$ cat config.mk
export PLATFORM = sky130hd
export DESIGN_NAME = logic_gate_array_seq_flat
export DESIGN_NICKNAME = d
export VERILOG_FILES = /design/src/rtl/logic_gate_array_seq_if.sv /design/src/rtl/logic_gate_array_seq.sv /design/src/flat_wrapper.sv
export SDC_FILE = /design/constraint.sdc
export NUM_CORES = 1
export LEC_CHECK = 0
export CORE_ASPECT_RATIO = 1.5
export CORE_MARGIN = 5
export CORE_UTILIZATION = 55
export CTS_CLUSTER_DIAMETER = 100
export DETAILED_ROUTE_END_ITERATION = 16
export DONT_BUFFER_PORTS = 1
export GPL_TIMING_DRIVEN = 1
export PLACE_DENSITY = 0.81
export SYNTH_ARGS = -nofsm -noshare
export SYNTH_HDL_FRONTEND = slang
export SYNTH_SLANG_ARGS = --single-unit
$ cat constraint.sdc
create_clock -name clk -period 1.55 [get_ports clk]
set_clock_uncertainty 0.05 [all_clocks]
set_input_delay 0.31 -clock clk [delete_from_list [all_inputs] [get_ports clk]]
set_output_delay 0.31 -clock clk [all_outputs]
set_load 0.05 [all_outputs]
$ cat src/rtl/logic_gate_array_seq_if.sv
// Operand/result stream of the gate array: a valid/ready input side carrying
// (a,b) and a valid/ready output side carrying the five registered gate results.
interface logic_gate_array_seq_if #(
  parameter int WIDTH = 4
);
  logic [WIDTH-1:0] a;
  logic [WIDTH-1:0] b;
  logic             in_valid;
  logic             in_ready;
  logic             out_valid;
  logic             out_ready;
  logic [WIDTH-1:0] o_and;
  logic [WIDTH-1:0] o_or;
  logic [WIDTH-1:0] o_nand;
  logic [WIDTH-1:0] o_nor;
  logic [WIDTH-1:0] o_xor;

  modport master (
    output a, b, in_valid, out_ready,
    input  in_ready, out_valid, o_and, o_or, o_nand, o_nor, o_xor
  );

  modport slave (
    input  a, b, in_valid, out_ready,
    output in_ready, out_valid, o_and, o_or, o_nand, o_nor, o_xor
  );
endinterface

$ cat src/rtl/logic_gate_array_seq.sv
// Registered WIDTH-bit AND/OR/NAND/NOR/XOR array with a valid/ready output stage
// and a built-in exhaustive sweep engine that folds every (a,b) result into a signature.
module logic_gate_array_seq #(
  parameter int WIDTH = 4
) (
  input  logic                  clk,
  input  logic                  reset_n,
  logic_gate_array_seq_if.slave gate,
  input  logic                  sweep_start,
  output logic                  sweep_busy,
  output logic                  sweep_done,
  output logic [15:0]           signature
);

  localparam int CNT_W  = 2 * WIDTH;
  localparam int WORD_W = 5 * WIDTH;
  localparam int CHUNKS = (WORD_W + 15) / 16;
  localparam int PAD_W  = CHUNKS * 16;

  typedef enum logic [1:0] {
    IDLE  = 2'd0,
    SWEEP = 2'd1,
    DONE  = 2'd2
  } state_t;

  state_t           state;
  state_t           state_next;
  logic [CNT_W-1:0] cnt;
  logic             sweep_go;
  logic             sweep_last;
  logic             accept;
  logic [15:0]      sweep_fold;

  // {and, or, nand, nor, xor} with AND in the most significant bits.
  function automatic logic [WORD_W-1:0] gate_word(input logic [WIDTH-1:0] x,
                                                  input logic [WIDTH-1:0] y);
    return {x & y, x | y, ~(x & y), ~(x | y), x ^ y};
  endfunction

  function automatic logic [15:0] fold16(input logic [WORD_W-1:0] word);
    logic [PAD_W-1:0] padded;
    logic [15:0]      acc;
    padded = PAD_W'(word);
    acc    = '0;
    for (int i = 0; i < CHUNKS; i++) begin
      acc = acc ^ padded[i*16 +: 16];
    end
    return acc;
  endfunction

  // A start request owns the cycle: no operand pair may slip in alongside it.
  assign sweep_go      = (state == IDLE) & sweep_start;
  assign gate.in_ready = (state == IDLE) & ~sweep_start & (~gate.out_valid | gate.out_ready);
  assign accept        = gate.in_valid & gate.in_ready;
  assign sweep_last    = (cnt == {CNT_W{1'b1}});
  assign sweep_fold    = fold16(gate_word(cnt[CNT_W-1:WIDTH], cnt[WIDTH-1:0]));

  // NOTE: sequential state uses non-blocking assignments so every register
  // samples pre-edge values; blocking here would create order-dependent races.
  always_ff @(posedge clk or negedge reset_n) begin
    if (!reset_n) begin
      state <= IDLE;
    end else begin
      state <= state_next;
    end
  end

  // NOTE: every output of this block gets a default before the case so that
  // no path leaves a signal unassigned, which would infer a latch.
  always_comb begin
    state_next = state;
    sweep_busy = 1'b0;
    sweep_done = 1'b0;
    unique case (state)
      IDLE: begin
        if (sweep_start) state_next = SWEEP;
      end
      SWEEP: begin
        sweep_busy = 1'b1;
        if (sweep_last) state_next = DONE;
      end
      DONE: begin
        sweep_done = 1'b1;
        state_next = IDLE;
      end
      default: state_next = IDLE;
    endcase
  end

  // Counter wraps to zero on the terminal pair, so it is already clean for the next sweep.
  always_ff @(posedge clk or negedge reset_n) begin
    if (!reset_n) begin
      cnt       <= '0;
      signature <= 16'h0000;
    end else if (sweep_go) begin
      cnt       <= '0;
      signature <= 16'h0000;
    end else if (state == SWEEP) begin
      cnt       <= cnt + CNT_W'(1);
      signature <= {signature[14:0], signature[15]} ^ sweep_fold;
    end
  end

  // Manual result stage: loads on accept, holds under backpressure, and is
  // left untouched by the sweep so a pending result can still drain.
  always_ff @(posedge clk or negedge reset_n) begin
    if (!reset_n) begin
      gate.out_valid <= 1'b0;
      gate.o_and     <= '0;
      gate.o_or      <= '0;
      gate.o_nand    <= '0;
      gate.o_nor     <= '0;
      gate.o_xor     <= '0;
    end else if (accept) begin
      gate.out_valid <= 1'b1;
      gate.o_and     <= gate.a & gate.b;
      gate.o_or      <= gate.a | gate.b;
      gate.o_nand    <= ~(gate.a & gate.b);
      gate.o_nor     <= ~(gate.a | gate.b);
      gate.o_xor     <= gate.a ^ gate.b;
    end else if (gate.out_ready) begin
      gate.out_valid <= 1'b0;
    end
  end

endmodule
$ cat src/flat_wrapper.sv
// flat-port wrapper written by rule: the top's interface ports become plain ports
module logic_gate_array_seq_flat 
#(
  parameter int WIDTH = 4
)
  (clk, reset_n, sweep_start, sweep_busy, sweep_done, signature, gate_a, gate_b, gate_in_valid, gate_out_ready, gate_in_ready, gate_out_valid, gate_o_and, gate_o_or, gate_o_nand, gate_o_nor, gate_o_xor);
  logic_gate_array_seq_if #(.WIDTH(WIDTH)) gate_i ();
  input  logic clk;
  input  logic reset_n;
  input  logic sweep_start;
  output logic sweep_busy;
  output logic sweep_done;
  output logic [15:0] signature;
  input wire logic [$bits(gate_i.a)-1:0] gate_a;
  input wire logic [$bits(gate_i.b)-1:0] gate_b;
  input wire logic [$bits(gate_i.in_valid)-1:0] gate_in_valid;
  input wire logic [$bits(gate_i.out_ready)-1:0] gate_out_ready;
  output wire logic [$bits(gate_i.in_ready)-1:0] gate_in_ready;
  output wire logic [$bits(gate_i.out_valid)-1:0] gate_out_valid;
  output wire logic [$bits(gate_i.o_and)-1:0] gate_o_and;
  output wire logic [$bits(gate_i.o_or)-1:0] gate_o_or;
  output wire logic [$bits(gate_i.o_nand)-1:0] gate_o_nand;
  output wire logic [$bits(gate_i.o_nor)-1:0] gate_o_nor;
  output wire logic [$bits(gate_i.o_xor)-1:0] gate_o_xor;
  assign gate_i.a = gate_a;
  assign gate_i.b = gate_b;
  assign gate_i.in_valid = gate_in_valid;
  assign gate_i.out_ready = gate_out_ready;
  assign gate_in_ready = gate_i.in_ready;
  assign gate_out_valid = gate_i.out_valid;
  assign gate_o_and = gate_i.o_and;
  assign gate_o_or = gate_i.o_or;
  assign gate_o_nand = gate_i.o_nand;
  assign gate_o_nor = gate_i.o_nor;
  assign gate_o_xor = gate_i.o_xor;
  logic_gate_array_seq #(.WIDTH(WIDTH)) u_core (.clk(clk), .reset_n(reset_n), .gate(gate_i), .sweep_start(sweep_start), .sweep_busy(sweep_busy), .sweep_done(sweep_done), .signature(signature));
endmodule
==> flow_summary_export.csv, run 1 <==
group,metric,value,unit
placement,dp.final_hpwl,3010,um
min_path,timing.hold.worst.class,"primary input to flop",
clock_tree,root_buffer,"clkbuf_8",
die,die_h,87.3,um
die,die_w,61.5,um
cells_and_area,post_route_cells_drive_above_1_share,25.8,%
worst_setup_path,end_kind,"primary output",
run_status,run_status,"complete, but fails checks",
placement,placement.io_buffers,0,
clock_tree,tritoncts.num_buffers,5,
detailed_routing,detail_route.wirelength,4190,um
die,floorplan.io_pins,53,
logic_synthesis,synth-adder-area-share,5.14,%
pwr,ir_worst_vdd,0.000682,V
global_route,global_route_wire_length_before_repair,7120,um
die,floorplan.die_area,0.00537,mm2
logic_synthesis,syn_avg_cell_area,11.2,um2
sta,minimum_period_implied_by_the_final_worst_setup_slack,1580,ps
detailed_routing,first_iter_violations,59,
sta,hold_violations,0,
logic_synthesis,ys_seq_elements,47,
logic_synthesis,synth.net_count,218,
logic_synthesis,post_synth_num_cell_types,29,
sta,finalWorstSetupSlack,-27.9,ps
cells_and_area,commonest_cells_after_routing_fill_and_taps_aside,"dfrtp_1, nand2_1, buf_4",
sta,grt_setup_unrepaired,"yes",
worst_setup_path,crit_path_max_fanout,3,
global_route,antenna_found_initial,0,
logic_synthesis,combinational_family_with_the_most_area_after_synthesis,"simple AND/OR/NAND/NOR gates",
sta,layout_worst_path_cycle_share,102,%
worst_setup_path,setup_slack_on_the_worst_flop_to_flop_path,100,ps
logic_synthesis,synth-compound-area-share,5.66,%
clock_tree,cts.path.max_buffers,2,
cells_and_area,mostFrequentLayoutCell,"dfrtp_1",
worst_setup_path,worst_setup_path_start_kind,"flop",
placement,place_congestion,0.904,
global_route,gr-total-overflow,0,
worst_setup_path,worst_path_max_delay_cell,"dfrtp_2",
detailed_routing,post-route-drc-count,0,
worst_setup_path,cp_cell_sequence,"buf_6, and2b_1, buf_6",
detailed_routing,first_pass_iters,4,
run,drv.max_cap_violation_count,0,
clock_tree,ctsHtreeMaxLevel,2,
die,initial_utilization,56.3,%
cells_and_area,finish.utilization,66.6,%
sta,report.final.slew_viol_count,0,
sta,worst_pin_slew,552,ps
logic_synthesis,post_synth_instance_area,0.00219,mm2
worst_setup_path,kind_of_critical_path,"flop to primary output",
run_status,violations,"setup timing",
worst_setup_path,worstPathArrival,1220,ps
global_route,vias_in_the_first_global_route,1566,
clock_tree,worstSkewPairLatency,290,ps
sta,timing.max_slew.rel_slack,63.2,%
clock_tree,cts_tree,"yes",
pwr,powerDensity,776,mW/mm2
cells_and_area,post_synthesis_to_final_layout_area_growth,18.3,%
logic_synthesis,synth-simple-area-share,12.2,%
global_route,grt_usage,17.4,%
cells_and_area,num_antenna_cells,0,
logic_synthesis,post_synth_inst_count,196,
logic_synthesis,seq_area_frac_synth,53.7,%
cells_and_area,nets,246,
logic_synthesis,synthMuxAreaShare,11.8,%
clock_tree,cts.clk_slew.worst_paths,80,ps
worst_setup_path,crit_path_max_cell_delay,440,ps
worst_setup_path,crit_required,1190,ps
logic_synthesis,synth.yosys.warnings,0,
placement,preCtsSetupSlack,70.5,ps
sta,fmax,0.634,GHz
detailed_routing,final_antenna_net_count,0,
global_route,grt_max_degree,48,
detailed_routing,vias_per_cell,5.43,
die,placementRows,28,
detailed_routing,via_count,1465,
detailed_routing,wl_per_cell,15.5,um
die,total_core_area,0.00389,mm2
clock_tree,numClockSinks,47,
pwr,p_leak,0.00134,uW
logic_synthesis,synthXorXnorAreaFrac,6.40,%
sta,setup-violations-final,1,
worst_setup_path,path_common_cell,"buf_6",
-- power by group --
part / switching (uW) / leakage, uW / internal [uW]
Combinational: 34.4 / 0.000738 / 21.1
Clock: 371 / 0.0000482 / 360
Sequential: 0 / 0.000559 / 1220
-- cells by family (layout without fill, tap and decap cells) --
kind of cell,after synthesis,count (layout)
compound gates,22,22
simple gates,54,54
buf+inv,24,53
fa+ha+maj,9,9
mux,24,24
flops,47,47
xor+xnor,16,16
-- Yosys cell counts --
library cell | count | share of area [%]
xor2_1 | 8 | 3.2
xnor2_1 | 8 | 3.2
buf_2 | 3 | 0.69
o21ai_0 | 19 | 4.3
mux2_4 | 1 | 0.69
buf_6 | 2 | 1.0
mux2_2 | 11 | 5.7
and3_1 | 1 | 0.29
clkbuf_2 | 1 | 0.23
nand3b_1 | 1 | 0.34
nor3_1 | 1 | 0.23
o311ai_0 | 1 | 0.40
o41ai_1 | 1 | 0.40
nand3_1 | 4 | 0.91
nand4b_4 | 1 | 1.1
inv_1 | 17 | 2.9
nand4_1 | 3 | 0.86
and2b_1 | 1 | 0.34
ha_1 | 9 | 5.1
o21bai_2 | 1 | 0.51
nand2b_1 | 2 | 0.57
dfrtp_1 | 47 | 54
nor2_4 | 1 | 0.51
nor2_1 | 6 | 1.0
clkbuf_1 | 1 | 0.17
or3b_1 | 1 | 0.40
nand2_1 | 31 | 5.3
mux2i_1 | 12 | 5.5
nor3b_1 | 1 | 0.34
-- worst max-delay path, delay by kind of cell, from the launching register on --
family / cells / cell delay (ps)
DFF: 1 / 440
and+or+nand+nor: 1 / 200
buffers and inverters: 2 / 290
-- metal layers --
layer	global-route usage (%)	vias up	routed length (um)
li1	-	702	-
met5	0	-	0
met1	19.7	706	1570
met2	29.7	55	2180
met4	4.44	0	21
met3	7.12	2	425
-- flip-flops by register name (all words and copies together), names as in the netlist, 2 cells and up --
signal,flops
u_core.signature,16
u_core.gate.o_nor,4
u_core.state,2
u_core.cnt,8
u_core.gate.o_nand,4
u_core.gate.o_xor,4
u_core.gate.o_or,4
u_core.gate.o_and,4
-- repair_timing --
item,in CTS,in global routing
pin swaps,3,3
setup buffers,5,3
gates resized for setup,9,2
setup endpoints to repair,3,23
endpoints found under the hold margin,47,0
hold buffers,2,0
-- through the flow --
step / hold slack (ps) / power (uW) / area [um2] / cells / setup TNS, ps
3_3_place_gp: -34.5 / 1270 / 2360 / 252 / 0
4_1_cts: 165 / 2050 / 2550 / 267 / -107
6_report: 173 / 2010 / 2590 / 270 / -27.9
5_1_grt: 176 / 2120 / 2590 / 270 / -144
3_5_place_dp: -34.5 / 1270 / 2360 / 252 / 0
2_1_floorplan: -35.6 / 1270 / 2200 / 196 / 0
-- layout make-up --
cell class | instances | area [um2]
Fill cell | 305 | 1300
Sequential cell | 47 | 1180
Multi-Input combinational cell | 125 | 931
Timing Repair Buffer | 28 | 265
Clock buffer | 7 | 86.3
Inverter | 17 | 66.3
Tap cell | 45 | 56.3
Clock inverter | 1 | 5.00
-- final timing paths --
path,startpoint,end,depth (start not counted)
min in group asynchronous,reset_n,u_core.gate.o_nand[0],2
worst min register to register,u_core.signature[4],u_core.signature[4],2
worst max-delay path,u_core.state[0],sweep_done,3
max in group asynchronous,reset_n,u_core.state[1],2
worst max register to register,u_core.state[1],u_core.cnt[6],4
worst min-delay path,gate_out_ready,u_core.gate.out_valid,2
(Power assumes the default switching activity.)
==> run 2: changes to the inputs <==
- REMOVE_ABC_BUFFERS: not set -> 1
==> run 2 against run 1 <==
  * The flow still finishes with violations (setup timing)
  * Global-route usage is 0.71 points lower
  * Sequential share of layout area is essentially flat
  * Setup slack worse by 48 ps
==> flow_summary_export.csv, run 2 (same netlist as run 1, synthesis figures left out) <==
group,metric,value,unit
detailed_routing,wl_per_cell,15.5,um
detailed_routing,vias_per_cell,5.49,
sta,fmax,0.615,GHz
sta,report.final.slew_viol_count,0,
worst_setup_path,crit_required,1190,ps
detailed_routing,via_count,1471,
placement,dp.final_hpwl,2930,um
cells_and_area,final-seq-area,0.00118,mm2
detailed_routing,detail_route.wirelength,4150,um
worst_setup_path,reg2reg_depth,5,
detailed_routing,first_pass_iters,4,
cells_and_area,finish.utilization,66.6,%
pwr,ir_worst_vdd,0.000883,V
sta,timing.max_slew.rel_slack,56.4,%
global_route,global_route_wire_length_before_repair,6790,um
global_route,antenna_found_initial,0,
min_path,whs_endpoint,"u_core.gate.o_nand[2]",
run_status,run_status,"complete, but fails checks",
placement,post-place-cells,255,
die,floorplan.io_pins,53,
min_path,timing.hold.worst.class,"primary input to flop",
cells_and_area,largest_register_ffs,16,
sta,layout_worst_path_cycle_share,105,%
clock_tree,cts.path.max_buffers,2,
worst_setup_path,kind_of_critical_path,"flop to primary output",
sta,grt_setup_unrepaired,"yes",
global_route,grt_max_degree,48,
placement,preCtsSetupSlack,114,ps
detailed_routing,first_iter_violations,63,
cells_and_area,layout.filler_cells,291,
clock_tree,root_buffer,"clkbuf_8",
placement,place_congestion,0.824,
cells_and_area,post_synthesis_to_final_layout_area_growth,18.3,%
sta,worst_pin_slew,654,ps
cells_and_area,nets,244,
clock_tree,cts_tree,"yes",
clock_tree,cts.clk_slew.worst_paths,90,ps
clock_tree,worstSkewPairLatency,300,ps
global_route,grt_usage,16.7,%
cells_and_area,post_layout_nonfiller_instances,268,
worst_setup_path,end_kind,"primary output",
detailed_routing,final_antenna_net_count,0,
sta,hold_violations,0,
run,drv.max_cap_violation_count,0,
cells_and_area,num_antenna_cells,0,
clock_tree,numClockSinks,47,
die,floorplan.die_area,0.00537,mm2
sta,minimum_period_implied_by_the_final_worst_setup_slack,1630,ps
die,initial_utilization,56.3,%
cells_and_area,post_route_cells_drive_above_1_share,23.8,%
detailed_routing,post-route-drc-count,0,
worst_setup_path,regToRegEndpoint,"u_core.gate.o_and[2]",
pwr,p_leak,0.00134,uW
clock_tree,tritoncts.num_buffers,5,
cells_and_area,reg.largest.list,"u_core.signature x16, u_core.cnt x8",
placement,placement.io_buffers,0,
sta,finalWorstSetupSlack,-76.3,ps
global_route,vias_in_the_first_global_route,1499,
cells_and_area,mostFrequentLayoutCell,"dfrtp_1",
worst_setup_path,worstPathArrival,1270,ps
min_path,worst_hold_launch,"gate_a[2]",
die,die_h,87.3,um
worst_setup_path,crit_path_max_fanout,5,
die,placementRows,28,
min_path,holdPathStages,2,
die,total_core_area,0.00389,mm2
clock_tree,ctsHtreeMaxLevel,2,
cells_and_area,biggest_register,"u_core.signature",
pwr,powerDensity,861,mW/mm2
worst_setup_path,r2r-start,"u_core.state[0]",
cells_and_area,combined_area_of_the_multi_input_logic_cells,913,um2
worst_setup_path,worst_setup_path_start_kind,"flop",
die,die_w,61.5,um
worst_setup_path,setup_slack_on_the_worst_flop_to_flop_path,90,ps
global_route,gr-total-overflow,0,
cells_and_area,commonest_cells_after_routing_fill_and_taps_aside,"dfrtp_1, nand2_1, o21ai_0, buf_4, inv_1",
run_status,violations,"setup timing",
sta,setup-violations-final,2,
[run 2: layout make-up]
type	count	share of cell area, %
inverters	17	2.56
repair buffers	26	9.81
flip-flops and latches	47	45.5
multi-input cells	125	35.3
clock inverters	2	1.50
clock buffers	6	3.19
well taps	45	2.17
[run 2: critical path, stage by stage (launching register included)]
cell and delay [ps]:
dfrtp_2 460, buf_6 140, and2b_1 200, buf_6 160
[run 2: per-stage QoR]
step	area, um2	hold WS [ps]	TNS [ps]	total power, uW
after global routing	2590	205	-236	2310
after floorplan	2140	-35.6	-2090	1270
after CTS	2550	188	-125	2240
final	2590	193	-108	2230
after global placement	2380	-34.2	0	1270
after detailed placement	2380	-34.5	0	1270
[run 2: worst max-delay path by stage]
stage | start | end | slack [ps] | depth (start not counted)
finish | u_core.state[0] | sweep_done | -80 | 3
global placement | u_core.state[1] | u_core.cnt[7] | 150 | 4
detailed placement | u_core.state[1] | u_core.cnt[7] | 110 | 4
global route | u_core.state[0] | sweep_done | -110 | 3
floorplan | u_core.gate.out_valid | gate_in_ready | -300 | 3
CTS | u_core.state[1] | gate_in_ready | -80 | 4
[run 2: where the power goes]
group / total, uW / switching, uW / leakage, uW / internal [uW]
Clock: 951 / 421 / 0.0000618 / 531
Combinational: 54.1 / 34.1 / 0.000723 / 20.0
Sequential: 1220 / 0 / 0.000560 / 1220
[run 2: what timing repair did]
action | in CTS | in global routing
hold buffers | 2 | 0
resized for setup | 3 | 6
endpoints found under the hold margin | 47 | 0
buffers inserted | 1 | 2
endpoints found under the setup margin | 3 | 5
pin swaps | 0 | 1
[run 2: routing by layer]
layer  share of wire, %  track usage, %
met1                 39            19.3
met5                  0               0
met4                1.3            5.60
met2                 51            27.4
met3                8.6            7.12
==> run 3: changes to the inputs <==
- RECOVER_POWER: not set -> 25
==> run 3 against run 2 <==
  * The run still ends with setup timing left
  * Combinational power fell by 13%
  * Highest routed layer unchanged
  * Non-clock buffer count did not move
  * Global-route usage unchanged
  * First-iteration DRC count grew 4.8%
  * Critical path type unchanged
  * Count of clock-buffer cells in the layout stayed put
  * Sequential share of layout area up 0.35 points
  * Final area shrank 0.77%
  * Setup slack hardly changed
  * Fmax about the same
  * Clock power hardly changed
  * Via count did not move
==> flow_summary_export.csv, run 3 (same netlist as run 1, synthesis figures left out) <==
group,metric,value,unit
run_status,run_status,"complete, but fails checks",
run_status,violations,"setup timing",
placement,total_cell_area_at_the_placement_stage,0.00238,mm2
placement,dp.final_hpwl,2930,um
worst_setup_path,worstPathArrival,1270,ps
sta,timing.max_slew.rel_slack,56.9,%
pwr,p_clk_share,42.8,%
clock_tree,worstSkewPairLatency,300,ps
pwr,ir_worst_vdd,0.000882,V
pwr,power.share.switching,20.4,%
global_route,grt_max_degree,48,
cells_and_area,num_antenna_cells,0,
cells_and_area,mostFrequentLayoutCell,"dfrtp_1",
cells_and_area,finalInstanceArea,0.00257,mm2
sta,finalWorstSetupSlack,-76.4,ps
pwr,p_leak,0.00134,uW
worst_setup_path,end_kind,"primary output",
cells_and_area,reg.largest.list,"u_core.signature x16, u_core.cnt x8",
clock_tree,ctsHtreeMaxLevel,2,
die,floorplan.io_pins,53,
pwr,power.total,2220,uW
pwr,power_report.internal_total,1770,uW
sta,layout_worst_path_cycle_share,105,%
sta,report.final.slew_viol_count,0,
pwr,pwr-share-comb,2.1,%
sta,finalSetupTns,-108,ps
worst_setup_path,crit_path_max_fanout,5,
pwr,netsw,453,uW
worst_setup_path,kind_of_critical_path,"flop to primary output",
placement,placement.io_buffers,0,
clock_tree,tritoncts.num_buffers,5,
die,total_core_area,0.00389,mm2
global_route,gr-total-overflow,0,
sta,minimum_period_implied_by_the_final_worst_setup_slack,1630,ps
detailed_routing,final_antenna_net_count,0,
sta,setup-violations-final,2,
cells_and_area,nets,244,
sta,hold_violations,0,
clock_tree,numClockSinks,47,
detailed_routing,vias_per_cell,5.49,
clock_tree,root_buffer,"clkbuf_8",
die,die_h,87.3,um
worst_setup_path,crit_required,1190,ps
min_path,timing.hold.worst.class,"primary input to flop",
global_route,global_route.usage.met3,7.12,%
clock_tree,cts_tree,"yes",
detailed_routing,post-route-drc-count,0,
cells_and_area,largest_register_ffs,16,
cells_and_area,biggest_register,"u_core.signature",
clock_tree,cts.path.max_buffers,2,
die,initial_utilization,56.3,%
worst_setup_path,worst_setup_path_start_kind,"flop",
worst_setup_path,setup_slack_on_the_worst_flop_to_flop_path,90,ps
global_route,global_route_wire_length_before_repair,6790,um
sta,grt_setup_unrepaired,"yes",
detailed_routing,detail_route.wirelength,4150,um
global_route,use_met2,27.4,%
global_route,grt.busiest_layer,"met2",
cells_and_area,post_synthesis_to_final_layout_area_growth,17.4,%
sta,fmax,0.615,GHz
placement,preCtsSetupSlack,114,ps
detailed_routing,wl_per_cell,15.5,um
detailed_routing,via_count,1471,
global_route,met1_demand_to_capacity_share_in_global_routing,19.3,%
pwr,sequentialPowerShare,55.1,%
detailed_routing,first_pass_iters,4,
die,die_w,61.5,um
cells_and_area,post_route_cells_drive_above_1_share,23.8,%
global_route,vias_in_the_first_global_route,1499,
sta,hold_slack,193,ps
placement,place_congestion,0.824,
run,drv.max_cap_violation_count,0,
global_route,antenna_found_initial,0,
detailed_routing,first_iter_violations,66,
sta,worst_pin_slew,646,ps
pwr,powerDensity,865,mW/mm2
die,placementRows,28,
die,floorplan.die_area,0.00537,mm2
clock_tree,cts.clk_slew.worst_paths,90,ps
global_route,grt_usage,16.7,%
cells_and_area,commonest_cells_after_routing_fill_and_taps_aside,"dfrtp_1, nand2_1, o21ai_0, buf_4, inv_1",
## run 3: path summary, 6_finish.rpt
path / depth (start not counted) / end / startpoint
worst max-delay path: 3 / sweep_done / u_core.state[0]
worst min-delay path: 2 / u_core.gate.o_nand[2] / gate_a[2]
worst max register to register: 5 / u_core.gate.o_and[2] / u_core.state[0]
worst min register to register: 2 / u_core.signature[6] / u_core.signature[6]
max in group asynchronous: 2 / u_core.state[0] / reset_n
min in group asynchronous: 2 / u_core.gate.o_xor[3] / reset_n
## run 3: metal layers
layer / vias up / wire, um
met3: 5 / 350
met4: 0 / 55
li1: 698 / -
met2: 47 / 2120
met1: 721 / 1630
met5: - / 0
## run 3: power by group through the flow
stage	registers [uW]	logic, uW	clock network [uW]
global placement	1250	20.3	0
CTS	1220	57.4	963
detailed placement	1250	22.1	0
global route	1230	57.8	1020
floorplan	1250	17.7	0
finish	1220	47.0	951
## run 3: final cells by class
type | instances | area (um2)
fill | 293 | 1320
sequential | 47 | 1180
multi-input combinational | 125 | 913
timing repair buffer | 26 | 234
clock buffer | 6 | 82.6
inverter | 17 | 66.3
tap | 45 | 56.3
clock inverter | 2 | 38.8
## run 3: per-stage QoR
stage          std cells  util [%]
2_1_floorplan        189         -
3_3_place_gp         255      61.3
3_5_place_dp         255      61.3
4_1_cts              266      65.7
5_1_grt              268      66.1
6_report             268      66.1
## run 3: what timing repair did
item | in CTS | in global routing
setup buffers | 1 | 2
endpoints found under the setup margin | 3 | 5
endpoints found under the hold margin | 47 | 0
gates resized for setup | 3 | 6
hold buffers | 2 | 0
pin swaps | 0 | 1
## run 3: critical path: stages (launching register included)
cell and delay, ps:
dfrtp_2 460, buf_6 140, and2b_1 200, buf_6 160
==> RTL edit 1 (flow settings as in run 2) <==
The 3 states of `state_t` get a one-hot encoding in 3 bits.
--- a/src/rtl/logic_gate_array_seq.sv
+++ b/src/rtl/logic_gate_array_seq.sv
@@ -19,6 +19,6 @@
 
-  typedef enum logic [1:0] {
-    IDLE  = 2'd0,
-    SWEEP = 2'd1,
-    DONE  = 2'd2
+  typedef enum logic [2:0] {
+    IDLE  = 3'b001,
+    SWEEP = 3'b010,
+    DONE  = 3'b100
   } state_t;
Behaviour: same outputs for any inputs over 10 cycles, from zero or initial values and one cycle with reset_n low; not proved beyond that.
==> RTL edit 1 against run 2 <==
  * The flow still finishes with violations (setup timing)
  * First-iteration DRC count increased to 2.6 times the old value
  * Wire length increased by 40%
  * Design area increased by 19%
  * Sequential cell count increased by 1
  * Core utilization increased by 8.2 points
  * Area after synthesis increased by 5.5%
  * Setup slack got worse by 0.19 ns
  * Worst hold slack got worse by 0.016 ns
  * Critical path type unchanged
  * Largest cell class unchanged
Power is not compared: it rests on default switching activity, and its combinational part moved more than twofold at a synthesized area within 25%.
==> RTL edit 1: results (changes against run 2) <==
drive_gt1_frac: 0.355  # +0.117
cp_data_arrival_time_ns: 1.45  # +0.18 ns
clock_path_buffers: 2  # unchanged
grt_pass1_vias: 1881  # +25%
start_kind: "register"
clock_latency_ns: 0.30  # about the same
first_pass_iters: 4  # unchanged
placed_area_um2: 2680  # +12%
regToRegStartpoint: "u_core.state[1]"
grtUsageTotal: 0.193  # +0.0259
wl_met2_mm: 3.03  # +43%
synth_cell_types: 30  # +3.4%
drtIter0Drc: 162  # +160%
postSynthCellCount: 230  # +17%
seq_area_frac_synth: 0.520  # -0.0168
cpPeakStageDelay_ns: 0.43  # -0.03 ns
met1_usage: 0.217  # +0.0245
setup_slack_ns: -0.264  # -0.188 ns
peakVddDrop_mv: 1.82
place_congestion: 0.774  # -6.1%
ff2ff_path_depth: 5  # unchanged
worst_pin_slew_ns: 0.503  # -0.151 ns
cp-endpoint: "sweep_busy"
critical_path.top_delay_family: "simple AND/OR/NAND/NOR gates"
gr-usage-met2: 0.335  # +0.0616
cts-buffers-inserted: 5  # unchanged
htreeDepth: 2  # unchanged
setup_viol: 33  # +31
outcome: "complete, but fails checks"
reg2reg_slack_ns: -0.17  # -0.26 ns
fin_tns_setup_ns: -2.86  # -2.76 ns
hold_start: "gate_out_ready"
grt_pass1_wl_mm: 8.83  # +30%
layout.cells.non_filler: 325  # +21%
hold_slack_ns: 0.177  # -0.0163 ns
dpl.hpwl_mm: 3.49  # +19%
violations: "setup timing"
place_ws_ns: -0.0799  # -0.194 ns
wirelength_met1_mm: 2.13  # +32%
ys_top_cells_by_count: "dfrtp_1, a21oi_1, nand2_1"
numPlacedInstances: 305  # +20%
viasPerCell: 5.89  # +7.2%
wl_per_cell_um: 17.8  # +15%
cts.root.buffer_cell: "clkbuf_8"
antenna_found_initial: 0  # unchanged
wl_met3_um: 473  # +32%
critPathSlowestCell: "or3b_4"
grt_max_degree: 49  # +2.1%
cts_setup_buffers: 3  # +2
r2r_end: "u_core.cnt[3]"
synth_area_leaders: "dfrtp_1, mux2_2, ha_1"
nets: 300  # +23%
grtUsageMet3: 0.0679  # -0.00329
fill_cells: 258  # -11%
hold_end: "u_core.gate.out_valid"
post_cts_resized: 14  # +11
==> RTL edit 1: where the power goes <==
group          leakage, nW  internal (mW)  switching [mW]  total [mW]
Sequential           0.610           1.67            1.22        2.90
Combinational        0.874           1.12            1.43        2.55
Clock               0.0654          0.645           0.418        1.06
Total                 1.55           3.44            3.07        6.51
==> RTL edit 1: cell families after synthesis <==
logic type / Yosys count / synth area share
AOI/OAI and AO/OA: 44 / 0.102
xor gates and xnor gates: 5 / 0.0189
adders and majority gates: 9 / 0.0487
buffers and inverters: 35 / 0.0590
DFF: 48 / 0.520
muxes: 21 / 0.0975
and+or+nand+nor: 68 / 0.154
==> RTL edit 1: area by class of cell <==
cell class | instances | area (µm²) | area share
clock buffer | 6 | 72.6 | 0.0235
clock inverter | 2 | 60.1 | 0.0194
inverter | 18 | 71.3 | 0.0231
multi-input combinational | 147 | 1070 | 0.345
sequential | 48 | 1200 | 0.389
tap | 46 | 57.6 | 0.0186
timing repair buffer | 58 | 561 | 0.181
==> RTL edit 2 (config.mk and constraints of run 2) <==
Made on the original files. `WIDTH` is set to 4 in 3 places; all go to 6.
--- a/src/rtl/logic_gate_array_seq_if.sv
+++ b/src/rtl/logic_gate_array_seq_if.sv
@@ -3,3 +3,3 @@
 interface logic_gate_array_seq_if #(
-  parameter int WIDTH = 4
+  parameter int WIDTH = 6
 );
--- a/src/rtl/logic_gate_array_seq.sv
+++ b/src/rtl/logic_gate_array_seq.sv
@@ -3,3 +3,3 @@
 module logic_gate_array_seq #(
-  parameter int WIDTH = 4
+  parameter int WIDTH = 6
 ) (
--- a/src/flat_wrapper.sv
+++ b/src/flat_wrapper.sv
@@ -3,3 +3,3 @@
 #(
-  parameter int WIDTH = 4
+  parameter int WIDTH = 6
 )
Ports: changed (7 resized); port bits go from 53 to 67. The function was not compared with the original's and may differ.
==> RTL edit 2 against run 2 <==
  * The flow finishes with violations (hold timing, setup timing)
  * Area after synthesis rose by 43%
  * Non-clock buffer count rose by 7
  * Cell count rose by 46%
  * Sequential cell count rose by 14
  * Design area rose by 42%
  * Wire length rose by 65%
  * First-iteration DRC count rose by 1.6%
  * Via count rose by 45%
  * Power rose to 4.1 times the old value
  * Setup slack barely moved
  * Critical endpoint is now gate_in_ready
  * Highest routed layer unchanged
==> RTL edit 2: results (changes against run 2) <==
grtUsageTotal: 0.201  # +0.0331
violations: "hold timing, setup timing"
setup_slack_ns: -0.0767  # -0.000436 ns
fin_tns_setup_ns: -0.117  # -0.00917 ns
placed_area_um2: 3420  # +43%
cpPeakStageDelay_ns: 0.43  # -0.03 ns
place_congestion: 0.841  # +2.0%
synthAdderAreaFrac: 0.100  # +0.0486
numPlacedInstances: 372  # +46%
muxShareOfSynthArea: 0.116  # -0.00229
grt_pass1_vias: 2308  # +54%
nets: 359  # +47%
drive_gt1_frac: 0.245  # +0.00767
setup_viol: 2  # unchanged
place_ws_ns: 0.0484  # -0.0660 ns
postSynthCellCount: 282  # +44%
seq_area_frac_synth: 0.488  # -0.0491
outcome: "complete, but fails checks"
largestRegisters: "u_core.signature (16), u_core.cnt (12)"
peakVddDrop_mv: 1.70  # +92%
hold_slack_ns: -0.387  # -0.580 ns
cts.clk_slew.worst_paths_ns: 0.07  # -0.02 ns
dpl.hpwl_mm: 5.01  # +71%
clock_latency_ns: 0.33  # +0.03 ns
grt_max_degree: 62  # +29%
synth_area_leaders: "dfrtp_1, ha_1, mux2_2"
hold_viol_final: 61  # +61
cp_max_fo: 6  # +1
synthXorXnorAreaFrac: 0.0840  # +0.0200
htreeDepth: 3  # +1
layout.cells.non_filler: 392  # +46%
synth_cell_types: 36  # +24%
dr_total_vias: 2138  # +45%
[RTL edit 2: cell count changes in the layout (fill, tap and decap cells not counted), moves of 5 or more]
cell	change
buf_4	+11
dfrtp_1	+11
ha_1	+16
inv_1	+21
mux2_2	+7
nand2_1	-8
nor2_1	-5
xnor2_1	+14
[RTL edit 2: metal layers]
metal,vias to the layer above,share of wire,routed length [µm],global-route usage
met5,-,0,0,0
met4,0,0.024,167,0.0810
met3,19,0.087,597,0.0600
met2,90,0.52,3580,0.354
met1,1024,0.37,2510,0.224
li1,1005,-,-,-
[RTL edit 2: final timing paths]
| path | endpoint | slack (ns) | cells after the start |
|---|---|---|---|
| setup reg to reg | u_core.gate.o_and[0] | 0.02 | 5 |
| setup / recovery | gate_in_ready | -0.08 | 3 |
| hold / removal | u_core.gate.o_or[0] | -0.39 | 0 |
| max in group asynchronous | u_core.cnt[7] | 1.73 | 0 |
| hold reg to reg | u_core.signature[8] | 0.49 | 2 |
| min in group clk | u_core.gate.out_valid | 0.09 | 2 |
[RTL edit 2: area by class of cell]
type                            count  area, µm²
Timing Repair Buffer               33        277
Clock buffer                       11        131
Tap cell                           70       87.6
Inverter                           38        143
Clock inverter                      5       75.1
Fill cell                         412       1810
Sequential cell                    61       1530
Multi-Input combinational cell    174       1430
[RTL edit 2: what timing repair did]
action / in CTS / in global routing
buffers inserted: 3 / 1
pin swaps: 2 / 1
endpoints found under the setup margin: 3 / 25
endpoints found under the hold margin: 61 / 61
gates resized for setup: 4 / 7
[RTL edit 2: power breakdown]
group	switching, mW	internal (mW)	leakage (nW)
Combinational	2.27	1.71	1.08
Clock	0.600	0.898	0.107
Sequential	1.50	2.26	0.715
